**src/rtl/seq_detect_pkg.sv**
```systemverilog
// Shared types and helpers for the parametrised serial pattern detector.
// Holds the detector state encoding, the default length-field width and a saturating increment.
package seq_detect_pkg;

   typedef enum logic [1:0] {
      IDLE = 2'd0,
      FILL = 2'd1,
      HUNT = 2'd2
   } state_e;

   localparam int MAX_LEN_DEF = 8;
   localparam int LEN_W       = $clog2(MAX_LEN_DEF + 1);

   // Holds at max_val instead of wrapping to zero.
   function automatic logic [31:0] sat_inc(input logic [31:0] value,
                                           input logic [31:0] max_val);
      return (value >= max_val) ? value : value + 32'd1;
   endfunction

endpackage

```
**src/rtl/seq_detect_param_if.sv**
```systemverilog
// Configuration, data and status bundle of the pattern detector.
// The master side drives config and serial data; the slave side (the detector) returns status.
interface seq_detect_param_if #(
   parameter int MAX_LEN = 8,
   parameter int CNT_W   = 8
);
   localparam int LEN_BITS = $clog2(MAX_LEN + 1);

   logic                cfg_we;
   logic [LEN_BITS-1:0] cfg_len;
   logic [MAX_LEN-1:0]  cfg_pattern;
   logic                cfg_overlap;
   logic                in_valid;
   logic                x;
   logic                cnt_clr;
   logic                y;
   logic [CNT_W-1:0]    match_cnt;
   logic [LEN_BITS-1:0] fill;

   modport master (
      output cfg_we, cfg_len, cfg_pattern, cfg_overlap, in_valid, x, cnt_clr,
      input  y, match_cnt, fill
   );

   modport slave (
      input  cfg_we, cfg_len, cfg_pattern, cfg_overlap, in_valid, x, cnt_clr,
      output y, match_cnt, fill
   );

endinterface

```
**src/rtl/seq_detect_sat_cnt.sv**
```systemverilog
// CNT_W-bit up-counter that sticks at its maximum value.
// A clear wins over an increment requested in the same cycle.
module seq_detect_sat_cnt
   import seq_detect_pkg::*;
#(
   parameter int CNT_W = 8
) (
   input  logic             clk,
   input  logic             rst_n,
   input  logic             clr_i,
   input  logic             inc_i,
   output logic [CNT_W-1:0] cnt_o
);

   localparam logic [31:0] MAX_VAL = 32'((64'd1 << CNT_W) - 64'd1);

   logic [CNT_W-1:0] cnt_q, cnt_d;

   always_comb begin
      cnt_d = cnt_q;
      if (clr_i) begin
         cnt_d = '0;
      end else if (inc_i) begin
         cnt_d = CNT_W'(sat_inc(32'(cnt_q), MAX_VAL));
      end
   end

   always_ff @(posedge clk or negedge rst_n) begin
      if (!rst_n) begin
         cnt_q <= '0;
      end else begin
         cnt_q <= cnt_d;
      end
   end

   assign cnt_o = cnt_q;

endmodule

```
**src/rtl/seq_detect_param.sv**
```systemverilog
// Serial bit-stream detector for a runtime-programmable pattern of 1..MAX_LEN bits,
// overlapping or not, with a registered Moore match pulse and a saturating match counter.
module seq_detect_param
   import seq_detect_pkg::*;
#(
   parameter int                 MAX_LEN     = 8,
   parameter int                 CNT_W       = 8,
   parameter int                 DEF_LEN     = 3,
   parameter logic [MAX_LEN-1:0] DEF_PATTERN = MAX_LEN'(5)
) (
   input logic               clk,
   input logic               rst_n,
   seq_detect_param_if.slave bus
);

   localparam int LEN_BITS = $clog2(MAX_LEN + 1);

   typedef logic [LEN_BITS-1:0] len_t;

   localparam len_t MAX_LEN_L = len_t'(MAX_LEN);
   localparam len_t DEF_LEN_L = len_t'(DEF_LEN);

   state_e             state_q, state_d;
   len_t               len_q, len_d;
   len_t               fill_q, fill_d;
   logic [MAX_LEN-1:0] pat_q, pat_d;
   logic [MAX_LEN-1:0] hist_q, hist_d;
   logic               ovl_q, ovl_d;
   logic               y_q, y_d;

   len_t               fill_inc;
   logic [MAX_LEN-1:0] hist_shift;
   logic [MAX_LEN-1:0] len_mask;
   logic               match;

   // Only the low len bits of history and pattern take part in the compare.
   always_comb begin
      len_mask = '0;
      for (int i = 0; i < MAX_LEN; i++) begin
         len_mask[i] = (i < int'(len_q));
      end
   end

   always_comb begin
      // NOTE: every output of this block gets a default first, so no path can infer a latch.
      state_d    = state_q;
      len_d      = len_q;
      pat_d      = pat_q;
      ovl_d      = ovl_q;
      hist_d     = hist_q;
      fill_d     = fill_q;
      y_d        = 1'b0;
      match      = 1'b0;
      hist_shift = {hist_q[MAX_LEN-2:0], bus.x};
      fill_inc   = (fill_q >= len_q) ? len_q : fill_q + len_t'(1);

      if (bus.cfg_we) begin
         // A config write restarts the hunt; a data bit arriving with it is dropped.
         len_d   = (bus.cfg_len > MAX_LEN_L) ? MAX_LEN_L : bus.cfg_len;
         pat_d   = bus.cfg_pattern;
         ovl_d   = bus.cfg_overlap;
         hist_d  = '0;
         fill_d  = '0;
         state_d = (len_d == '0) ? IDLE : FILL;
      end else if (bus.in_valid && (state_q != IDLE)) begin
         hist_d  = hist_shift;
         match   = (fill_inc == len_q) && (((hist_shift ^ pat_q) & len_mask) == '0);
         fill_d  = (match && !ovl_q) ? '0 : fill_inc;
         y_d     = match;
         state_d = (fill_d == len_q) ? HUNT : FILL;
      end
   end

   always_ff @(posedge clk or negedge rst_n) begin
      if (!rst_n) begin
         state_q <= (DEF_LEN == 0) ? IDLE : FILL;
         len_q   <= DEF_LEN_L;
         pat_q   <= DEF_PATTERN;
         ovl_q   <= 1'b0;
         hist_q  <= '0;
         fill_q  <= '0;
         y_q     <= 1'b0;
      end else begin
         // NOTE: non-blocking assignments so every flop samples pre-edge values.
         state_q <= state_d;
         len_q   <= len_d;
         pat_q   <= pat_d;
         ovl_q   <= ovl_d;
         hist_q  <= hist_d;
         fill_q  <= fill_d;
         y_q     <= y_d;
      end
   end

   seq_detect_sat_cnt #(
      .CNT_W (CNT_W)
   ) u_cnt (
      .clk   (clk),
      .rst_n (rst_n),
      .clr_i (bus.cnt_clr),
      .inc_i (match),
      .cnt_o (bus.match_cnt)
   );

   assign bus.y    = y_q;
   assign bus.fill = fill_q;

endmodule

```
**src/flat_wrapper.sv**
```systemverilog
// flat-port wrapper written by rule: the top's interface ports become plain ports
module seq_detect_param_flat import seq_detect_pkg::*;
#(
   parameter int                 MAX_LEN     = 8,
   parameter int                 CNT_W       = 8,
   parameter int                 DEF_LEN     = 3,
   parameter logic [MAX_LEN-1:0] DEF_PATTERN = MAX_LEN'(5)
)
  (clk, rst_n, bus_cfg_we, bus_cfg_len, bus_cfg_pattern, bus_cfg_overlap, bus_in_valid, bus_x, bus_cnt_clr, bus_y, bus_match_cnt, bus_fill);
  seq_detect_param_if #(.MAX_LEN(MAX_LEN), .CNT_W(CNT_W)) bus_i ();
  input logic clk;
  input logic rst_n;
  input wire logic [$bits(bus_i.cfg_we)-1:0] bus_cfg_we;
  input wire logic [$bits(bus_i.cfg_len)-1:0] bus_cfg_len;
  input wire logic [$bits(bus_i.cfg_pattern)-1:0] bus_cfg_pattern;
  input wire logic [$bits(bus_i.cfg_overlap)-1:0] bus_cfg_overlap;
  input wire logic [$bits(bus_i.in_valid)-1:0] bus_in_valid;
  input wire logic [$bits(bus_i.x)-1:0] bus_x;
  input wire logic [$bits(bus_i.cnt_clr)-1:0] bus_cnt_clr;
  output wire logic [$bits(bus_i.y)-1:0] bus_y;
  output wire logic [$bits(bus_i.match_cnt)-1:0] bus_match_cnt;
  output wire logic [$bits(bus_i.fill)-1:0] bus_fill;
  assign bus_i.cfg_we = bus_cfg_we;
  assign bus_i.cfg_len = bus_cfg_len;
  assign bus_i.cfg_pattern = bus_cfg_pattern;
  assign bus_i.cfg_overlap = bus_cfg_overlap;
  assign bus_i.in_valid = bus_in_valid;
  assign bus_i.x = bus_x;
  assign bus_i.cnt_clr = bus_cnt_clr;
  assign bus_y = bus_i.y;
  assign bus_match_cnt = bus_i.match_cnt;
  assign bus_fill = bus_i.fill;
  seq_detect_param #(.MAX_LEN(MAX_LEN), .CNT_W(CNT_W), .DEF_LEN(DEF_LEN), .DEF_PATTERN(DEF_PATTERN)) u_core (.clk(clk), .rst_n(rst_n), .bus(bus_i));
endmodule
```
**config.mk**
```make
export PLATFORM = sky130hd
export DESIGN_NAME = seq_detect_param_flat
export DESIGN_NICKNAME = d
export VERILOG_FILES = /design/src/rtl/seq_detect_pkg.sv /design/src/rtl/seq_detect_param_if.sv /design/src/rtl/seq_detect_sat_cnt.sv /design/src/rtl/seq_detect_param.sv /design/src/flat_wrapper.sv
export SDC_FILE = /design/constraint.sdc
export NUM_CORES = 1
export LEC_CHECK = 0
export ABC_AREA = 1
export ABC_CLOCK_PERIOD_IN_PS = 2750
export CORE_UTILIZATION = 30
export CTS_CLUSTER_DIAMETER = 80
export DETAILED_ROUTE_END_ITERATION = 10
export GPL_ROUTABILITY_DRIVEN = 0
export PLACE_DENSITY = 0.53
export SLEW_MARGIN = 10
export SYNTH_ARGS = -nofsm -noshare
export SYNTH_HDL_FRONTEND = slang
export SYNTH_SLANG_ARGS = --single-unit
```
**constraint.sdc**
```tcl
create_clock -name clk -period 2.75 [get_ports clk]
set_input_delay 0.55 -clock clk [delete_from_list [all_inputs] [get_ports clk]]
set_output_delay 0.55 -clock clk [all_outputs]
set_load 0.01 [all_outputs]
```
# Yosys cells after proc, flatten, opt, wreduce, memory -nomap -nowiden
# Index checks and enable logic that the tools add are counted.
# Widths: inputs -> output; s select.
# totals
regBits	35
out_inout_bits	13
word_cells	52
# classes
addsub	2
order_cmp	11
eq_ne	3
mux	16
bitwise_logic	2
n_reduce_logical	10
# op_table
op	count
$mux 8	3
$mux 4	5
$lt 3x4->1 const A	4
$mux 7	2
$add 8x1->8 const B	1
$and 8x8->8	1
$eq 4x4->1	2
$ge 8x8->1 const B	1
$logic_not 8->1	1
$lt 1x4->1 const A	2
$lt 2x4->1 const A	2
$xor 8x8->8	1
$mux 2	3
$reduce_bool 2->1	3
$add 4x1->4 const B	1
$ge 4x4->1	1
$gt 4x4->1 const B	1
$logic_not 4->1	1
$logic_and 1x1->1	3
$mux 1	3
$ne 2x2->1 const B	1
$reduce_and 2->1	1
$logic_not 1->1	1

# Longest topological paths before layout
# depth
word_depth	10
mapped_depth	18

# By module
# From an unflattened synthesis, not the netlist that was laid out.
# unflattened
cells_unflattened	270
area_unflattened_um2	2073.2
# modules_own_cells
mod	n_inst	cells_per_inst	area_per_inst_um2
seq_detect_param	1	200	1544.0
seq_detect_sat_cnt	1	70	529.3

# Worst setup path after synthesis
# Ideal clock, no wire load.
# synth_path
path_type	register to register
from	reg u_core.fill_q[0], in the netlist u_core.bus.fill[0]
to	reg u_core.u_cnt.cnt_q[4], in the netlist u_core.u_cnt.cnt_o[4]
setup_time_ns	0.117
t_arrival_ns	2.028
setup_slack_ns	0.605
stages_incl_launch_ff	18
n_path_buf	0
synth_period_minus_slack_ns	2.145
path_cell_list	dfrtp_1 inv_1 ha_1 inv_1 nand2_1 nand2_1 nand2_1 nand2_2 nand4_1 nand2_1 nor2_1 nand3_2 nor2_4 nand2_4 nor3_4 nand2_1 nand2_1 a21oi_2
# synth_between
elab_chain_cells	8
# synth_rtl
element	line_no	source
start: declaration	seq_detect_param.sv:25	len_t fill_q, fill_d;
start signal: assignment	seq_detect_param.sv:90	fill_q <= fill_d;
$add 4x1->4 or $ge 4x4->1 (tied branches)	seq_detect_param.sv:55	fill_inc = (fill_q >= len_q) ? len_q : fill_q + len_t'(1);
$mux 4 (*)	seq_detect_param.sv:55	
$eq 4x4->1 (*)	seq_detect_param.sv:67	match = (fill_inc == len_q) && (((hist_shift ^ pat_q) & len_mask) == '0);
$logic_and 1x1->1 (*)	seq_detect_param.sv:67	
$mux 1 (*)	seq_detect_param.sv:65	end else if (bus.in_valid && (state_q != IDLE)) begin
$mux 1 (*)	seq_detect_param.sv:57	if (bus.cfg_we) begin
named net u_core.match	seq_detect_param.sv:34	logic match;
$reduce_bool 2->1 (no line) (*)	--	
$reduce_and 2->1 (no line) (*)	--	
end signal: assignment	seq_detect_sat_cnt.sv:32	cnt_q <= cnt_d;
end: declaration	seq_detect_sat_cnt.sv:17	logic [CNT_W-1:0] cnt_q, cnt_d;
# Mark *: on every way through the listed nets, which the timed path passes. The rest lies on a longest branch.
# A chain may end at the register's enable or synchronous reset.

# Final worst setup path
# layout_path
from	reg u_core.len_q[1]
to	reg u_core.u_cnt.cnt_q[3], in the netlist u_core.u_cnt.cnt_o[3]
# layout_between
elab_chain_cells	8
# layout_rtl
element	line_no	source
start: declaration	seq_detect_param.sv:24	len_t len_q, len_d;
start signal: assignment	seq_detect_param.sv:86	len_q <= len_d;
$ge 4x4->1 (tied with other cells)	seq_detect_param.sv:55	
$mux 4 or $and 8x8->8 (tied branches)	seq_detect_param.sv:55, seq_detect_param.sv:67	
$eq 4x4->1 or $logic_not 8->1 (tied branches)	seq_detect_param.sv:67	
$logic_and 1x1->1 (*)	seq_detect_param.sv:67	
$mux 1 (*)	seq_detect_param.sv:65	
$mux 1 (*)	seq_detect_param.sv:57	
named net u_core.match	seq_detect_param.sv:34	
$reduce_bool 2->1 (no line) (*)	--	
$reduce_and 2->1 (no line) (*)	--	
# Marks and branches as above.

==> impl_metrics.ini <==
[run_status]
status = completed

[flow_run]
cap_viol_max_count = 0

[finish]
area_delta_synth_final_pct = 27.1
antenna_cells = 0
final_common_cell = nand2_1
nets = 319
n_fill_cell = 644
postLayoutCellArea_mm2 = 0.00252
final_cell_mix = nand2_1 (57), inv_1 (37), clkdlybuf4s50_1 (31)
layout-drive-gt1-share_pct = 11.9

[floorplanning]
boundaryPins = 32
chipWidth_um = 83.3
die_y_um = 83.3
core.rowCount = 29
start_util_pct = 31.2
die_area_mm2 = 0.00694
core_area_mm2 = 0.00635

[cts]
cts_hold_buf = 0
ctsLongestPathBuffers = 2
cts_made_buffers = 5
clk_pin_slew_ns = 0.07
cts_tree = built
cts_setup_buffers = 0
clk-insertion-delay-late_ns = 0.28
cts_sinks = 35
htreeDepth = 2
cts-root-buf = clkbuf_8
cts_resized = 0

[timing]
setup_viol = 0
fin_crit_ns = 2.35
worst_pin_slew_ns = 0.460
max_slew_margin_pct = 69.3
finalCritPeriodShare_pct = 85.3
maxSlewViolCount = 0
fin_skew_ns = 0.00522
hold_slack_ns = 0.469
fmax_ghz = 0.426
hold_viol = 0
fin_tns_setup_ns = 0
rsz0062_at_grt = false

[placed_design]
port_buffers = 31
placed_cell_area_mm2 = 0.00242
place_hpwl_mm = 3.57

[synth]
synth-async-reset-ratio_pct = 100
ys_top_cells_by_area = dfrtp_1 (38%), nand2_1 (11%), inv_1 (7.0%)
synthCells = 253
synth_seq_cells = 35
synth_nets = 278
synth_area_leader_cell = dfrtp_1
synth-main-ff-cell = dfrtp_1
yosysSeqAreaShare_pct = 44.5
syn_avg_cell_area_um2 = 7.83
ys_types = 31
synth_edf_count = 0
ys_warn_count = 0
yosys.area.top_type_share_pct = 37.9
syn-cell-area_mm2 = 0.00198

[setup_path]
crit_path_end_kind = register
cp.required_ns = 2.92
path_max_fanout = 9
setup.worst_path.class = reg -> reg
setup.worst_path.start_class = register
crit_arrival_ns = 2.52

[pwr]
combinationalPowerShare_pct = 28.6
pwr-share-seq_pct = 42.3
powerDensity_mw_per_mm2 = 562
power.internal_w = 0.000955
leakagePower_nw = 1.17
total_power_w = 0.00142
p_clk_share_pct = 29.0
ir_drop_mv = 0.268
p_sw_w = 0.000461
swShare_pct = 32.6

[routing]
drc = 0
wl_mm = 4.76
ant_nets = 0
first_pass_iters = 4
wl_per_cell_um = 12.8
vias = 1763
drt-initial-drc-count = 184
viasPerCell = 4.74

[global_route]
gr-total-overflow = 0
antenna_found_initial = 0
grt_max_degree = 36
grtUsageTotal_pct = 14.9
grt_pass1_vias = 1731
grt_pass1_wl_mm = 8.13

[min_path]
hold_class = reg -> reg
-- power groups by stage --
stage	sequential [W]	clock, W	combinational [W]
after global placement	0.000609	0	0.000406
after global routing	0.000605	0.000443	0.000466
after detailed placement	0.000609	0	0.000404
final	0.000600	0.000411	0.000405
after CTS	0.000599	0.000422	0.000406
after floorplan	0.000610	0	0.000254
-- Yosys cell counts (2+ instances only) --
cell      instances
ha_1              6
o22ai_1           9
nand4_1          15
inv_1            37
o21ai_1           7
nor3_1            4
nor2_1           20
xor2_1            5
clkbuf_1          2
a21oi_2           2
nor2_2            3
nand2_2           3
inv_2             3
nand2_1          57
dfstp_2           5
clkinv_1          2
a21oi_1           4
o21ai_0          19
dfrtp_1          30
nand3_1           9
-- sequential cells by signal (all words and copies together) (netlist names) --
signal / flops
u_core.ovl_q: 1
u_core.hist_q: 7
u_core.len_q: 4
u_core.bus.fill: 4
u_core.u_cnt.cnt_o: 8
u_core.pat_q: 8
u_core.state_q: 2
u_core.bus.y: 1
-- final cells by class --
class	instances	area, um2	share of cell area [%]
clock buffer	8	100	3.97
sequential	35	882	35.0
inverter	42	158	6.26
multi-input combinational	172	920	36.5
timing repair buffer	38	363	14.4
tap	77	96.3	3.83
-- critical path, cell delays in order, from the launching register on --
cell     delay [ns]
dfstp_2        0.57
inv_2          0.08
ha_1           0.28
nand2_1        0.05
nand2_1        0.07
nand2_2        0.11
nand4_1        0.13
nand2_1        0.06
nor2_1         0.16
nand3_2        0.14
nor2_4         0.18
nand2_4        0.09
nor2_1         0.12
xor2_1         0.16
nor2_1         0.05
-- cell families after synthesis --
family	after synthesis	share of synthesized area (%)
and+or+nand+nor	116	27.6
buffers and inverters	46	9.09
AOI/OAI and AO/OA	45	12.8
DFF	35	44.5
adders and majority gates	6	3.79
xor gates and xnor gates	5	2.21
-- metal layers --
| layer | track usage (%) | up-vias | part of all wire [%] |
|---|---|---|---|
| li1 | - | 918 | - |
| met1 | 20.6 | 797 | 48 |
| met2 | 23.2 | 44 | 46 |
| met3 | 2.98 | 4 | 5.4 |
| met4 | 5.02 | 0 | 0.92 |
| met5 | 0 | - | 0 |
-- per-stage QoR --
| step | setup slack [ns] | instances | utilization (%) |
|---|---|---|---|
| 6_report | 0.405 | 372 | 39.7 |
| 5_1_grt | 0.164 | 372 | 39.7 |
| 4_1_cts | 0.413 | 372 | 39.7 |
| 3_5_place_dp | 0.309 | 364 | 38.1 |
| 3_3_place_gp | 0.279 | 364 | 38.1 |
| 2_1_floorplan | 0.605 | 253 | - |
-- worst paths after layout --
| kind | start | slack [ns] | cells after the start | end |
|---|---|---|---|---|
| worst max register to register | u_core.len_q[1] | 0.40 | 14 | u_core.u_cnt.cnt_o[3] |
| worst max-delay path | u_core.len_q[1] | 0.40 | 14 | u_core.u_cnt.cnt_o[3] |
| min in group asynchronous | rst_n | 0.69 | 2 | u_core.state_q[1] |
| worst min-delay path | u_core.state_q[0] | 0.47 | 2 | u_core.state_q[0] |
| worst min register to register | u_core.state_q[0] | 0.47 | 2 | u_core.state_q[0] |
| max in group asynchronous | rst_n | 1.71 | 2 | u_core.pat_q[2] |
Power figures use the tool's default switching activity.
